## config.mk

```make
export PLATFORM = sky130hd
export DESIGN_NAME = hazard_ctrl_mc
export DESIGN_NICKNAME = d
export VERILOG_FILES = /design/src/rtl/hazard_ctrl_mc.sv
export SDC_FILE = /design/constraint.sdc
export NUM_CORES = 1
export LEC_CHECK = 0
export CORE_MARGIN = 8
export CORE_UTILIZATION = 50
export DETAILED_ROUTE_END_ITERATION = 12
export PLACE_DENSITY = 0.86
export SLEW_MARGIN = 20
export SYNTH_ARGS = -nofsm -noshare
export SYNTH_HDL_FRONTEND = slang
export SYNTH_SLANG_ARGS = --single-unit
```

## constraint.sdc

```tcl
create_clock -name clk -period 5.56 [get_ports clk]
set_clock_uncertainty 0.2 [all_clocks]
set_input_delay 1.112 -clock clk [delete_from_list [all_inputs] [get_ports clk]]
set_output_delay 1.112 -clock clk [all_outputs]
set_load 0.005 [all_outputs]
```

## src/rtl/hazard_ctrl_mc.sv

```systemverilog
// Hazard/forwarding controller for the 5-stage pipeline. It keeps its own EX/MEM/WB
// destination tags and drives operand forwarding, stalls, bubbles and store-data forwarding.
module hazard_ctrl_mc #(
  parameter int REG_AW   = 3,
  parameter int NUM_SRC  = 2,
  parameter int MC_LAT   = 4,
  parameter int ZERO_REG = 1
) (
  input  logic                      clk,
  input  logic                      reset,
  input  logic                      id_valid,
  input  logic [NUM_SRC*REG_AW-1:0] id_rs,
  input  logic [NUM_SRC-1:0]        id_src_used,
  input  logic [REG_AW-1:0]         id_rd,
  input  logic                      id_regwr,
  input  logic                      id_memrd,
  input  logic                      id_memwr,
  input  logic                      id_mc,
  input  logic                      flush,
  output logic [2*NUM_SRC-1:0]      fwd_sel,
  output logic                      stall,
  output logic                      bubble_e,
  output logic                      fwd_me_e,
  output logic                      ex_busy
);

  localparam int CW = (MC_LAT > 2) ? $clog2(MC_LAT) : 1;
  localparam logic [CW-1:0] MC_LOAD = CW'(MC_LAT - 1);
  localparam logic ZR = (ZERO_REG != 0);
  localparam logic [NUM_SRC-1:0] LAST_MASK = NUM_SRC'(1) << (NUM_SRC - 1);

  typedef struct packed {
    logic              valid;
    logic [REG_AW-1:0] rd;
    logic              regwr;
    logic              memrd;
    logic              mc;
  } tag_t;

  tag_t          ex_q, mem_q, wb_q;
  tag_t          id_tag;
  logic [CW-1:0] cnt_q;

  logic               idv;
  logic [NUM_SRC-1:0] hit_ex;
  logic               any_ex;
  logic               other_ex;
  logic               me_next;
  logic               ld_hz;
  logic               mc_hz;
  logic               advance;

  function automatic logic slot_hit(input tag_t t, input logic [REG_AW-1:0] rs);
    return t.valid & t.regwr & (t.rd == rs);
  endfunction

  assign idv    = id_valid & ~flush;
  assign id_tag = {1'b1, id_rd, id_regwr, id_memrd, id_mc};

  // Youngest producer wins: EX before MEM before WB.
  for (genvar gi = 0; gi < NUM_SRC; gi++) begin : g_src
    logic [REG_AW-1:0] rs_g;
    logic              elig_g;
    logic              hit_mem_g;
    logic              hit_wb_g;

    assign rs_g       = id_rs[gi*REG_AW +: REG_AW];
    assign elig_g     = idv & id_src_used[gi] & ~(ZR & (rs_g == '0));
    assign hit_ex[gi] = elig_g & slot_hit(ex_q, rs_g);
    assign hit_mem_g  = elig_g & slot_hit(mem_q, rs_g);
    assign hit_wb_g   = elig_g & slot_hit(wb_q, rs_g);

    always_comb begin
      fwd_sel[2*gi +: 2] = 2'b00;
      if (hit_ex[gi])     fwd_sel[2*gi +: 2] = 2'b01;
      else if (hit_mem_g) fwd_sel[2*gi +: 2] = 2'b10;
      else if (hit_wb_g)  fwd_sel[2*gi +: 2] = 2'b11;
    end
  end

  assign any_ex   = |hit_ex;
  assign other_ex = |(hit_ex & ~LAST_MASK);

  // A store whose only EX dependency is its data operand takes the load data in MEM instead.
  assign me_next  = ex_q.memrd & id_memwr & hit_ex[NUM_SRC-1] & ~other_ex;
  assign ld_hz    = any_ex & ex_q.memrd & ~me_next;
  assign ex_busy  = (cnt_q != '0);
  assign mc_hz    = any_ex & ex_busy;
  assign stall    = ex_busy | ld_hz | mc_hz;
  assign bubble_e = (ld_hz | mc_hz) & ~ex_busy;
  assign advance  = idv & ~stall;

  always_ff @(posedge clk) begin
    if (!reset) begin
      ex_q     <= '0;
      mem_q    <= '0;
      wb_q     <= '0;
      cnt_q    <= '0;
      fwd_me_e <= 1'b0;
    end else if (ex_busy) begin
      // Multi-cycle op parks in EX; MEM drains and receives a bubble.
      mem_q    <= '0;
      wb_q     <= mem_q;
      cnt_q    <= cnt_q - CW'(1);
      fwd_me_e <= 1'b0;
    end else begin
      wb_q     <= mem_q;
      mem_q    <= ex_q;
      ex_q     <= advance ? id_tag : '0;
      cnt_q    <= (advance & id_mc) ? MC_LOAD : '0;
      fwd_me_e <= advance & me_next;
    end
  end

endmodule

```

==> results by group <==
CTS
  – Clock Latency Late Sink: 300 ps
  – Max H-tree Level: 1
  – Clock-pin slew on the worst setup and hold paths: 100 ps
  – Num Clock Sinks: 19
  – Cts hold-fix bufs: 0
  – Clk root buf: clkbuf_4
  – Post-CTS Setup Repair Bufs: 0
  – CTS max path bufs: 2
  – Inserted Clock Buffers: 3
  – CTS tree: built
  – Post-CTS Resized: 0

Yosys
  – Mapped Area: 1006 um2
  – Syn Area/Cell: 9.402 um2
  – Synth Warn #: 0
  – Top-area cell type share of the netlist area: 37.81%
  – Net Count, Synth: 126
  – Synth area leaders: dfxtp_1, xnor2_1, nand3_1
  – Seq/Total Area, Yosys: 37.81%
  – Post-Synthesis Cells: 107
  – Flops & latches, synth: 19
  – Cell variety after synth: 28
  – Largest area contributor in the netlist: dfxtp_1

Routing
  – Routed wire length: 2517 um
  – Routed WL per cell: 15.44 um
  – Post-route ant nets: 0
  – Initial drt markers: 22
  – Via density: 5.663
  – DR pass1 iterations: 4
  – DR vias: 923
  – DR DRC count: 0

Timing
  – Fin crit period: 4786 ps
  – Setup Total Neg Slack: 0 ps
  – RSZ-0062 raised after global routing: no
  – Slew Viols, Final: 0
  – Max Fclk: 0.2090 GHz
  – Endpoints failing hold: 0
  – Rel. slew slack: 57.85%
  – Period utilization: 86.07%
  – Final setup vio count: 0
  – Worst slew pin tran: 629.9 ps

Critical path
  – Worst path max stage delay: 590 ps
  – Worst Path Arrival: 3470 ps
  – Worst path slowest cell: or4_1
  – Crit path max fanout: 9
  – Worst setup EP type: primary output
  – Crit path capture: fwd_sel[1]
  – Worst r2r src: cnt_q[1]
  – Kind of critical path: primary input to primary output
  – CP Launch Type: primary input
  – Worst Setup SP: id_valid
  – R2r worst-path depth: 4
  – Critical path depth in cells: 6
  – Worst path cell trace: clkdlybuf4s50_1 -> nor2b_2 -> o311ai_4 -> or4_1 -> a21oi_1 -> clkdlybuf4s50_1
  – R2R Path End: ex_q[5]
  – Buf/Inv on CP: 2
  – R2r setup slk: 3800 ps
  – CP required: 4250 ps
  – Most Frequent Cell on Critical Path: clkdlybuf4s50_1
  – Delay-heaviest family, CP: simple AND/OR/NAND/NOR gates

Final layout
  – Share of cells above drive strength 1: 8.088%
  – Nets: 156
  – Area Growth Syn to Fin: 31.47%
  – Commonest non-fill, non-tap cell in the layout: clkdlybuf4s50_1
  – # diodes: 0
  – Most frequent cells in the layout: clkdlybuf4s50_1, dfxtp_1, xnor2_1, nand3_1, nand2_1
  – Fin area: 1323 um2

Floorplan
  – Die ar.: 3703 um2
  – Die Ht: 60.86 um
  – Chip Width: 60.86 um
  – I/O pins: 27
  – # rows: 16
  – Core area: 1922 um2
  – Initial Util: 52.34%

GRT
  – GRT Total Usage: 15.03%
  – GRT overflow: 0
  – Number of global-route vias before repair: 983
  – First-pass GRT wire length: 4264 um
  – Pin count of the biggest net entering global routing: 22
  – Antenna violations before repair: 0

Power and ir drop
  – Switching Fraction: 25.19%
  – Int Power: 0.1900 mW
  – Psw: 0.06398 mW
  – Part of the power in the clock network: 27.0%
  – Leak: 0.4815 nW
  – Sequential Power Share: 55.9%
  – Peak supply drop: 159.5 uV
  – Gate power share: 17.0%
  – PD cells: 192.1 nW/um2

Job
  – Max_cap viols: 0

Placed design
  – Placer congestion estimate: 0.7791
  – PortBufs: 26
  – Area after DPL: 1296 um2

Hold path
  – Hold Path Class: register to register

Status
  – Outcome: finished, final reports clean
==> stage by stage <==
step	setup slack [ps]	hold WS, ps	total power [mW]	cells	util (%)
2_1_floorplan	2028	229.6	0.1645	107	-
5_1_grt	543.2	289.1	0.2641	163	68.82
3_5_place_dp	778.1	249.6	0.1880	159	67.45
6_report	774.3	268.3	0.2540	163	68.82
3_3_place_gp	821.3	234.2	0.1868	159	67.45
4_1_cts	769.1	275.1	0.2565	163	68.82
==> kinds of logic (layout without fill, tap and decap cells) <==
kind of cell              Yosys count  count (layout)  share of synthesized area (%)
AOI/OAI and AO/OA                  16              16                          15.92
DFF                                19              19                          37.81
xor gates and xnor gates           18              18                          15.67
and+or+nand+nor                    50              50                          28.36
buffers and inverters               4              33                          2.239
==> routing by layer <==
metal,global-route usage [%],wire [um],vias up
met4,8.306,44,0
li1,-,-,448
met3,4.449,169,5
met2,26.40,1214,41
met1,15.56,1089,429
met5,0,0,-
==> worst min-delay path by stage <==
| stage | startpoint | slack, ps | end | cells past startpoint |
|---|---|---|---|---|
| 6_report | mem_q[6] | 270 | wb_q[6] | 1 |
| 5_1_grt | mem_q[2] | 290 | wb_q[2] | 1 |
| 4_1_cts | mem_q[6] | 280 | wb_q[6] | 1 |
| 3_5_place_dp | mem_q[6] | 250 | wb_q[6] | 1 |
| 3_3_place_gp | mem_q[6] | 230 | wb_q[6] | 1 |
| 2_1_floorplan | mem_q[2] | 230 | wb_q[2] | 1 |
==> registers in the layout (all words and copies together), names as in the netlist <==
name and count:
wb_q 5, cnt_q 2, mem_q 5, ex_q 6, fwd_me_e 1
==> power groups by stage <==
stage | logic [mW] | registers [mW] | clock network (mW)
2_1_floorplan | 0.0199 | 0.145 | 0
3_3_place_gp | 0.0418 | 0.145 | 0
3_5_place_dp | 0.0427 | 0.145 | 0
4_1_cts | 0.0432 | 0.142 | 0.0712
5_1_grt | 0.0471 | 0.143 | 0.0745
6_report | 0.0432 | 0.142 | 0.0687
==> Yosys cell counts <==
cell type and n:
nor2b_2 1, buf_6 1, nand3b_1 1, xnor2_1 12
nor4_2 1, o31ai_1 8, o211a_1 1, a21oi_1 2
nor2_1 1, clkbuf_1 2, nor3_1 2, nand4_1 1
a21o_1 2, nor4_1 3, nor3b_1 1, inv_1 1
or2_1 1, nand3_1 12, dfxtp_1 19, nor2b_1 1
or4_1 3, and3_1 5, o311ai_4 2, o31ai_2 1
or4_4 1, xor2_1 6, and2_1 5, nand2_1 11
==> worst reg2reg max path: stages (launching register included) <==
cell,delay [ps]
dfxtp_1,330
nor2_1,500
o31ai_2,150
buf_4,200
o31ai_1,280
==> layout make-up <==
| cell class | count | area [um2] |
|---|---|---|
| well taps | 27 | 33.78 |
| multi-input cells | 84 | 603.1 |
| flip-flops and latches | 19 | 380.4 |
| fillers | 167 | 599.3 |
| repair buffers | 28 | 275.3 |
| clock buffers | 4 | 26.28 |
| inverters | 1 | 3.754 |
Note: power is estimated with default switching activity, not from simulation.
